==> src/rtl/cpu_types_pkg.sv <==
// Shared types and constants for the ALU input controller: FSM state encoding,
// ALU opcode type and the switch-to-operand conversion.
package cpu_types_pkg;

    localparam int unsigned DEBOUNCE_CYCLES_DEFAULT = 500000;
    localparam int unsigned SW_WIDTH                = 18;

    typedef logic [3:0] aluop_t;

    typedef enum logic [1:0] {
        StIdle  = 2'd0,
        StGotA  = 2'd1,
        StReady = 2'd2,
        StExec  = 2'd3
    } ctrl_state_e;

    // Switch 16 is the sign bit; switch 17 carries no operand meaning.
    function automatic logic [31:0] load_value(input logic [SW_WIDTH-1:0] sw);
        return {{16{sw[16]}}, sw[15:0]};
    endfunction

endpackage

==> src/rtl/alu_input_ctrl_if.sv <==
// Board-side bundle of the ALU input controller: raw keys/switches in,
// committed operands, opcode and status out.
interface alu_input_ctrl_if;
    import cpu_types_pkg::*;

    logic [3:0]          key_n;
    logic [SW_WIDTH-1:0] sw;
    logic [31:0]         porta;
    logic [31:0]         portb;
    aluop_t              aluop;
    logic                op_valid;
    logic [1:0]          state;

    modport master (
        input  key_n,
        input  sw,
        output porta,
        output portb,
        output aluop,
        output op_valid,
        output state
    );

    modport slave (
        output key_n,
        output sw,
        input  porta,
        input  portb,
        input  aluop,
        input  op_valid,
        input  state
    );

endinterface

==> src/rtl/key_debounce.sv <==
// One pushbutton: synchronizer, stability counter and a registered one-cycle
// pulse on the accepted released->pressed transition.
module key_debounce #(
    parameter int unsigned DEBOUNCE_CYCLES = 500000,
    parameter int unsigned SYNC_STAGES     = 2
) (
    input  logic CLK,
    input  logic RST,
    input  logic key_n_i,
    output logic press_o
);

    localparam int unsigned CntW = (DEBOUNCE_CYCLES > 1) ? $clog2(DEBOUNCE_CYCLES) : 1;
    localparam logic [CntW-1:0] CntMax = CntW'(DEBOUNCE_CYCLES - 1);

    logic [SYNC_STAGES-1:0] sync_q, sync_d;
    logic [CntW-1:0]        cnt_q, cnt_d;
    logic                   stable_q, stable_d;
    logic                   press_q, press_d;
    logic                   synced;

    assign synced  = sync_q[SYNC_STAGES-1];
    assign press_o = press_q;

    always_comb begin
        sync_d[0] = key_n_i;
        for (int i = 1; i < int'(SYNC_STAGES); i++) begin
            sync_d[i] = sync_q[i-1];
        end
    end

    // Any agreement with the stable value restarts the count.
    always_comb begin
        stable_d = stable_q;
        cnt_d    = cnt_q;
        press_d  = 1'b0;
        if (synced == stable_q) begin
            cnt_d = '0;
        end else if (cnt_q == CntMax) begin
            cnt_d    = '0;
            stable_d = synced;
            press_d  = ~synced;
        end else begin
            cnt_d = cnt_q + 1'b1;
        end
    end

    always_ff @(posedge CLK or posedge RST) begin
        if (RST) begin
            sync_q   <= '1;
            cnt_q    <= '0;
            stable_q <= 1'b1;
            press_q  <= 1'b0;
        end else begin
            sync_q   <= sync_d;
            cnt_q    <= cnt_d;
            stable_q <= stable_d;
            press_q  <= press_d;
        end
    end

endmodule

==> src/rtl/alu_input_ctrl.sv <==
// Turns debounced pushbutton presses and slide switches into committed ALU
// operands (A, B) and opcode, with a one-cycle op_valid strobe on execute.
module alu_input_ctrl
    import cpu_types_pkg::*;
#(
    parameter int unsigned DEBOUNCE_CYCLES = DEBOUNCE_CYCLES_DEFAULT,
    parameter int unsigned SYNC_STAGES     = 2
) (
    input logic              CLK,
    input logic              RST,
    alu_input_ctrl_if.master bus
);

    logic [SW_WIDTH-1:0] sw_sync_q [SYNC_STAGES];
    logic [SW_WIDTH-1:0] sw_sync_d [SYNC_STAGES];
    logic [SW_WIDTH-1:0] sw_synced;
    logic [3:0]          press;

    ctrl_state_e state_q, state_d;
    logic [31:0] porta_q, porta_d;
    logic [31:0] portb_q, portb_d;
    aluop_t      aluop_q, aluop_d;
    logic        op_valid_q, op_valid_d;

    for (genvar k = 0; k < 4; k++) begin : g_key
        key_debounce #(
            .DEBOUNCE_CYCLES (DEBOUNCE_CYCLES),
            .SYNC_STAGES     (SYNC_STAGES)
        ) u_key_debounce (
            .CLK     (CLK),
            .RST     (RST),
            .key_n_i (bus.key_n[k]),
            .press_o (press[k])
        );
    end

    always_comb begin
        sw_sync_d[0] = bus.sw;
        for (int i = 1; i < int'(SYNC_STAGES); i++) begin
            sw_sync_d[i] = sw_sync_q[i-1];
        end
    end

    assign sw_synced = sw_sync_q[SYNC_STAGES-1];

    always_ff @(posedge CLK or posedge RST) begin
        if (RST) begin
            for (int i = 0; i < int'(SYNC_STAGES); i++) begin
                sw_sync_q[i] <= '0;
            end
        end else begin
            sw_sync_q <= sw_sync_d;
        end
    end

    always_ff @(posedge CLK or posedge RST) begin
        if (RST) begin
            state_q <= StIdle;
        end else begin
            state_q <= state_d;
        end
    end

    // EXEC ignores every key, including clear; priority is KEY3 > KEY0 > KEY1 > KEY2.
    always_comb begin
        state_d = state_q;
        if (state_q == StExec) begin
            state_d = StReady;
        end else if (press[3]) begin
            state_d = StIdle;
        end else if (press[0]) begin
            if (state_q == StIdle) state_d = StGotA;
        end else if (press[1]) begin
            if (state_q == StGotA) state_d = StReady;
        end else if (press[2]) begin
            if (state_q == StReady) state_d = StExec;
        end
    end

    always_comb begin
        porta_d    = porta_q;
        portb_d    = portb_q;
        aluop_d    = aluop_q;
        op_valid_d = (state_d == StExec);
        if (state_q != StExec) begin
            if (press[3]) begin
                porta_d = '0;
                portb_d = '0;
                aluop_d = '0;
            end else if (press[0]) begin
                porta_d = load_value(sw_synced);
            end else if (press[1]) begin
                if (state_q != StIdle) portb_d = load_value(sw_synced);
            end else if (press[2]) begin
                if (state_q == StReady) aluop_d = sw_synced[3:0];
            end
        end
    end

    always_ff @(posedge CLK or posedge RST) begin
        if (RST) begin
            porta_q    <= '0;
            portb_q    <= '0;
            aluop_q    <= '0;
            op_valid_q <= 1'b0;
        end else begin
            porta_q    <= porta_d;
            portb_q    <= portb_d;
            aluop_q    <= aluop_d;
            op_valid_q <= op_valid_d;
        end
    end

    assign bus.porta    = porta_q;
    assign bus.portb    = portb_q;
    assign bus.aluop    = aluop_q;
    assign bus.op_valid = op_valid_q;
    assign bus.state    = state_q;

endmodule

==> src/flat_wrapper.sv <==
// flat-port wrapper written by rule: the top's interface ports become plain ports
module alu_input_ctrl_flat import cpu_types_pkg::*;
#(
    parameter int unsigned DEBOUNCE_CYCLES = DEBOUNCE_CYCLES_DEFAULT,
    parameter int unsigned SYNC_STAGES     = 2
)
  (CLK, RST, bus_key_n, bus_sw, bus_porta, bus_portb, bus_aluop, bus_op_valid, bus_state);
  alu_input_ctrl_if bus_i ();
  input logic CLK;
  input logic RST;
  input wire logic [$bits(bus_i.key_n)-1:0] bus_key_n;
  input wire logic [$bits(bus_i.sw)-1:0] bus_sw;
  output wire logic [$bits(bus_i.porta)-1:0] bus_porta;
  output wire logic [$bits(bus_i.portb)-1:0] bus_portb;
  output wire logic [$bits(bus_i.aluop)-1:0] bus_aluop;
  output wire logic [$bits(bus_i.op_valid)-1:0] bus_op_valid;
  output wire logic [$bits(bus_i.state)-1:0] bus_state;
  assign bus_i.key_n = bus_key_n;
  assign bus_i.sw = bus_sw;
  assign bus_porta = bus_i.porta;
  assign bus_portb = bus_i.portb;
  assign bus_aluop = bus_i.aluop;
  assign bus_op_valid = bus_i.op_valid;
  assign bus_state = bus_i.state;
  alu_input_ctrl #(.DEBOUNCE_CYCLES(DEBOUNCE_CYCLES), .SYNC_STAGES(SYNC_STAGES)) u_core (.CLK(CLK), .RST(RST), .bus(bus_i));
endmodule
==> config.mk <==
export PLATFORM = sky130hd
export DESIGN_NAME = alu_input_ctrl_flat
export DESIGN_NICKNAME = d
export VERILOG_FILES = /design/src/rtl/cpu_types_pkg.sv /design/src/rtl/alu_input_ctrl_if.sv /design/src/rtl/key_debounce.sv /design/src/rtl/alu_input_ctrl.sv /design/src/flat_wrapper.sv
export SDC_FILE = /design/constraint.sdc
export NUM_CORES = 1
export LEC_CHECK = 0
export ABC_AREA = 0
export CAP_MARGIN = 0
export CELL_PAD_IN_SITES_DETAIL_PLACEMENT = 1
export CELL_PAD_IN_SITES_GLOBAL_PLACEMENT = 2
export CORE_MARGIN = 2
export CORE_UTILIZATION = 37
export DETAILED_ROUTE_END_ITERATION = 6
export PLACE_DENSITY = 0.85
export SLEW_MARGIN = 20
export SYNTH_ARGS = -nofsm -noshare
export SYNTH_HDL_FRONTEND = slang
export SYNTH_SLANG_ARGS = --single-unit
export TNS_END_PERCENT = 50
==> constraint.sdc <==
create_clock -name CLK -period 6.2 [get_ports CLK]
set_input_delay 1.24 -clock CLK [delete_from_list [all_inputs] [get_ports CLK]]
set_output_delay 1.24 -clock CLK [all_outputs]
set_load 0.02 [all_outputs]
# Word level (Yosys, flattened, before mapping)
# Index checks and enable logic that the tools add are counted.
# W data, S select, Z words.
# op_classes
div_mod_pow	0
mul	0
n_eq_ne	15
mux	35
shifts	0
reduce_logical	14
bitwise_logic	8
n_addsub	4
magnitude_cmp	0
# op_table
operator	n
$mux W32	6
$mux W19	8
$add A19 B1 Y19 const B	4
$eq A19 B19 Y1 const B	4
$mux W4	5
$mux W2	8
$reduce_bool A2 Y1	6
$reduce_and A2 Y1	5
$mux W1	8
$not A1 Y1	8
$eq A2 B2 Y1 const B	3
$ne A2 B2 Y1 const B	3
$reduce_and A5 Y1	1
$eq A1 B1 Y1	4
$reduce_and A4 Y1	1
$eq A2 B1 Y1 const B	1
$logic_not A2 Y1	1
# word_totals
ramBits	0
mem_count	0
out_inout_bits	71
regBits	197
rom_bits	0
latchBits	0
word_cells	99
inputBits	24

# Logic depth before layout (Yosys ltp)
# depth
word_depth	8
depth_mapped	6
mapped_depth_nobuf	5

# Modules after synthesis
# From an unflattened synthesis, not the netlist that was laid out.
# unflattened
hier_cells	709
area_unflattened_um2	7778.7
# modules_own_cells
module	n_inst	seq_area_each_um2	area_per_inst_um2	cells_each
key_debounce	4	579.3	1157.4	108
alu_input_ctrl	1	1876.8	3149.3	277

# Worst setup path after synthesis
# No wires, ideal clock.
# synth_path
path_kind	register to output
start	reg u_core.bus.portb[30] (netlist name)
end	out bus_portb[17]
slack_ns	4.076
stages_incl_launch_ff	2
arrival_time_ns	0.884
path_buffers	1
required_ns	4.960
cell_sequence	dfrtp_1 buf_4
# synth_lines
element	line_no	rtl
to (decl)	flat_wrapper.sv:14	output wire logic [$bits(bus_i.portb)-1:0] bus_portb;

==> flow_summary.json <==
{
  "outcome": "finished, final reports clean",
  "synth_top_area_share": 0.538,
  "syn_avg_cell_area_um2": 11.8,
  "synthFlopType": "dfrtp_1",
  "initial_core_util": 0.374,
  "final_area_um2": 8840,
  "synth_cells": 613,
  "holdCritPathClass": "flop to flop",
  "p_switching_w": 0.000505,
  "swShare": 0.225,
  "die_h_um": 144,
  "worstPathArrival_ns": 1.76,
  "dieArea_um2": 20600,
  "post_cts_buffers": 0,
  "die_x_um": 144,
  "tritoncts": "done",
  "clkPwrFrac": 0.470,
  "clkLatencyLatePin_ns": 0.44,
  "dr.pass1.iters": 4,
  "routedWlPerCell_um": 16.2,
  "clkTransAtPathRegs_ns": 0.07,
  "clkSinkCount": 167,
  "cts_max_level": 4,
  "io_buffer_count": 93,
  "worstPathMaxFanout": 17,
  "finalHoldViolations": 0,
  "synth_cell_type_count": 47,
  "setup_violations": 0,
  "rsz0062_at_grt": "no",
  "cts_buffers": 17,
  "max_freq_mhz": 333,
  "netlist_top_cells_area": "dfrtp_1 (54%), xnor2_1 (6.1%), mux2_2 (5.9%)",
  "maxSlewViolCount": 0,
  "synth_top_cell_by_area": "dfrtp_1",
  "power_frac_seq": 0.501,
  "grt_overflow": 0,
  "final_nets": 718,
  "fillers": 2042,
  "io-pin-count": 95,
  "vias": 4796,
  "drc_errors": 0,
  "gp_congestion": 0.823,
  "ys.warnings.count": 0,
  "yosys_register_bits": 167,
  "rows": 51,
  "drive_gt1_frac": 0.151,
  "drt_first_iter_violations": 235,
  "cp_slowest_cell": "clkdlybuf4s50_1",
  "wl_um": 15700,
  "place_area_um2": 8250,
  "combPwrFrac": 0.029,
  "leakagePower_nw": 3.63,
  "ant_nets": 0,
  "critPathKind": "flop to output pin",
  "grt_pass1_vias": 4995,
  "cp_slowest_stage_delay_ns": 0.70,
  "period_share": 0.485,
  "dp_hpwl_um": 10900,
  "max_slew_margin": 0.337,
  "finalCriticalPeriod_ns": 3.00,
  "startpoint_type": "flop",
  "maxCapViolCount": 0,
  "setup_tns_ns": 0,
  "crit_buf_inv": 1,
  "crit_family": "buffers and inverters",
  "crit_path_end_kind": "output pin",
  "cts_buffer_depth": 2,
  "power.density_nw_per_um2": 254,
  "synth_edf_count": 0,
  "required_ns": 4.96,
  "finalClockSkew_ns": 0.00828,
  "area_growth_pct": 22.7,
  "antenna_found_initial": 0,
  "async_flop_share": 1.00,
  "final_util": 0.459,
  "syn_area_um2": 7210,
  "worst_pin_slew_ns": 0.991,
  "hold_buffers": 0,
  "grt_usage": 0.161,
  "root_buffer": "clkbuf_16",
  "synth_nets": 641,
  "avgViaCountPerCell": 4.95,
  "cts-resized-gates": 0,
  "grt_start_max_net_pins": 60,
  "ir_drop_v": 0.000163,
  "crit_chain": "clkdlybuf4s50_1",
  "grt_pass1_wl_um": 25800,
  "core_area_um2": 19300,
  "internal-power_w": 0.00174,
  "yosysSeqAreaShare": 0.582
}
## power by group through the flow
stage / logic (W) / clock network, W / registers, W
final: 0.0000662 / 0.00106 / 0.00113
after global routing: 0.0000761 / 0.00113 / 0.00113
after CTS: 0.0000695 / 0.00108 / 0.00113
after detailed placement: 0.0000686 / 0 / 0.00115
after global placement: 0.0000658 / 0 / 0.00115
after floorplan: 0.0000403 / 0 / 0.00114
## final cells by class
type | count | area, um^2 | share of cell area
clock inverters | 14 | 149 | 0.0168
clock buffers | 18 | 439 | 0.0497
diodes | 1 | 2.50 | 0.000283
multi-input cells | 389 | 2690 | 0.304
well taps | 265 | 332 | 0.0375
repair buffers | 97 | 961 | 0.109
inverters | 18 | 72.6 | 0.00821
flip-flops and latches | 167 | 4190 | 0.474
## cells by family (layout without fill, tap and decap cells)
logic type      after synthesis  count (layout)  synth area share
flops                       167             167             0.582
mux                          43              43            0.0677
fa+ha+maj                     4               4           0.00695
other cells                   0               1                 0
buf+inv                      57             147            0.0465
xor+xnor                     61              61            0.0741
simple gates                252             252             0.190
compound gates               29              29            0.0321
## worst paths after layout
check                                                               from                                 endpoint  slack [ns]  depth (start not counted)
max in group asynchronous                                            RST                      u_core.sw_synced[0]        3.83                          3
worst max register to register  u_core.g_key[1].u_key_debounce.cnt_q[11]  u_core.g_key[1].u_key_debounce.cnt_q[8]        3.94                          4
worst min-delay path                                 u_core.sw_sync_d[9]                      u_core.sw_synced[9]        0.35                          0
min in group asynchronous                                            RST                     u_core.bus.portb[12]        1.21                          2
worst min register to register                       u_core.sw_sync_d[9]                      u_core.sw_synced[9]        0.35                          0
worst max-delay path                                u_core.bus.portb[30]                            bus_portb[28]        3.20                          1
## Yosys cell counts, types with 3 or more instances
library cell	number
nand2_1	30
nor3b_1	4
xor2_1	11
buf_4	31
nor3_1	18
mux2i_1	3
nand4_1	17
o21ai_0	9
ha_1	4
nor2b_1	16
o41ai_4	3
dfstp_2	12
xnor2_1	50
mux2_2	38
nor2_1	76
a21oi_1	11
and3_1	4
buf_2	4
nand3_1	29
dfrtp_1	155
inv_1	18
or4_1	8
nand3b_1	4
nor4_1	21
nand4_4	3
or3_1	5
clkbuf_1	4
## through the flow
step | setup WS (ns) | power (W) | hold slack (ns) | instances
2_1_floorplan | 0.461 | 0.00118 | 0.331 | 613
3_3_place_gp | 3.36 | 0.00121 | 0.333 | 936
3_5_place_dp | 3.27 | 0.00121 | 0.336 | 936
4_1_cts | 3.15 | 0.00228 | 0.350 | 968
5_1_grt | 3.11 | 0.00234 | 0.358 | 968
6_report | 3.20 | 0.00225 | 0.349 | 969
## registers in the layout, summed over array words and instances, names as in the netlist
register                              flops
u_core.g_key.u_key_debounce.press_o       4
u_core.bus.porta                         17
u_core.g_key.u_key_debounce.sync_q        8
u_core.bus.aluop                          4
u_core.bus.state                          2
u_core.g_key.u_key_debounce.stable_q      4
u_core.sw_sync_d                         17
u_core.sw_synced                         17
u_core.bus.portb                         17
u_core.g_key.u_key_debounce.cnt_q        76
u_core.bus.op_valid                       1
## layer usage
layer  GRT usage  up-vias  wire length (um)
li1            -     2253                 -
met1       0.201     2424              6970
met2       0.277      100              7870
met3      0.0340       19               607
met4      0.0588        0               259
met5           0        -                 0
## cell usage in the layout, fill, tap and decap left out, types with 11 or more instances in the layout
master and n:
nor2_1 76, clkbuf_16 17, mux2_2 38, inv_1 17, dfstp_2 12, nor3_1 18, xor2_1 11, xnor2_1 50
nand2_1 30, dfrtp_1 155, nand4_1 17, a21oi_1 11, nor2b_1 16, nand3_1 29, nor4_1 21, clkdlybuf4s50_1 93
Note: power is estimated with default switching activity, not from simulation.
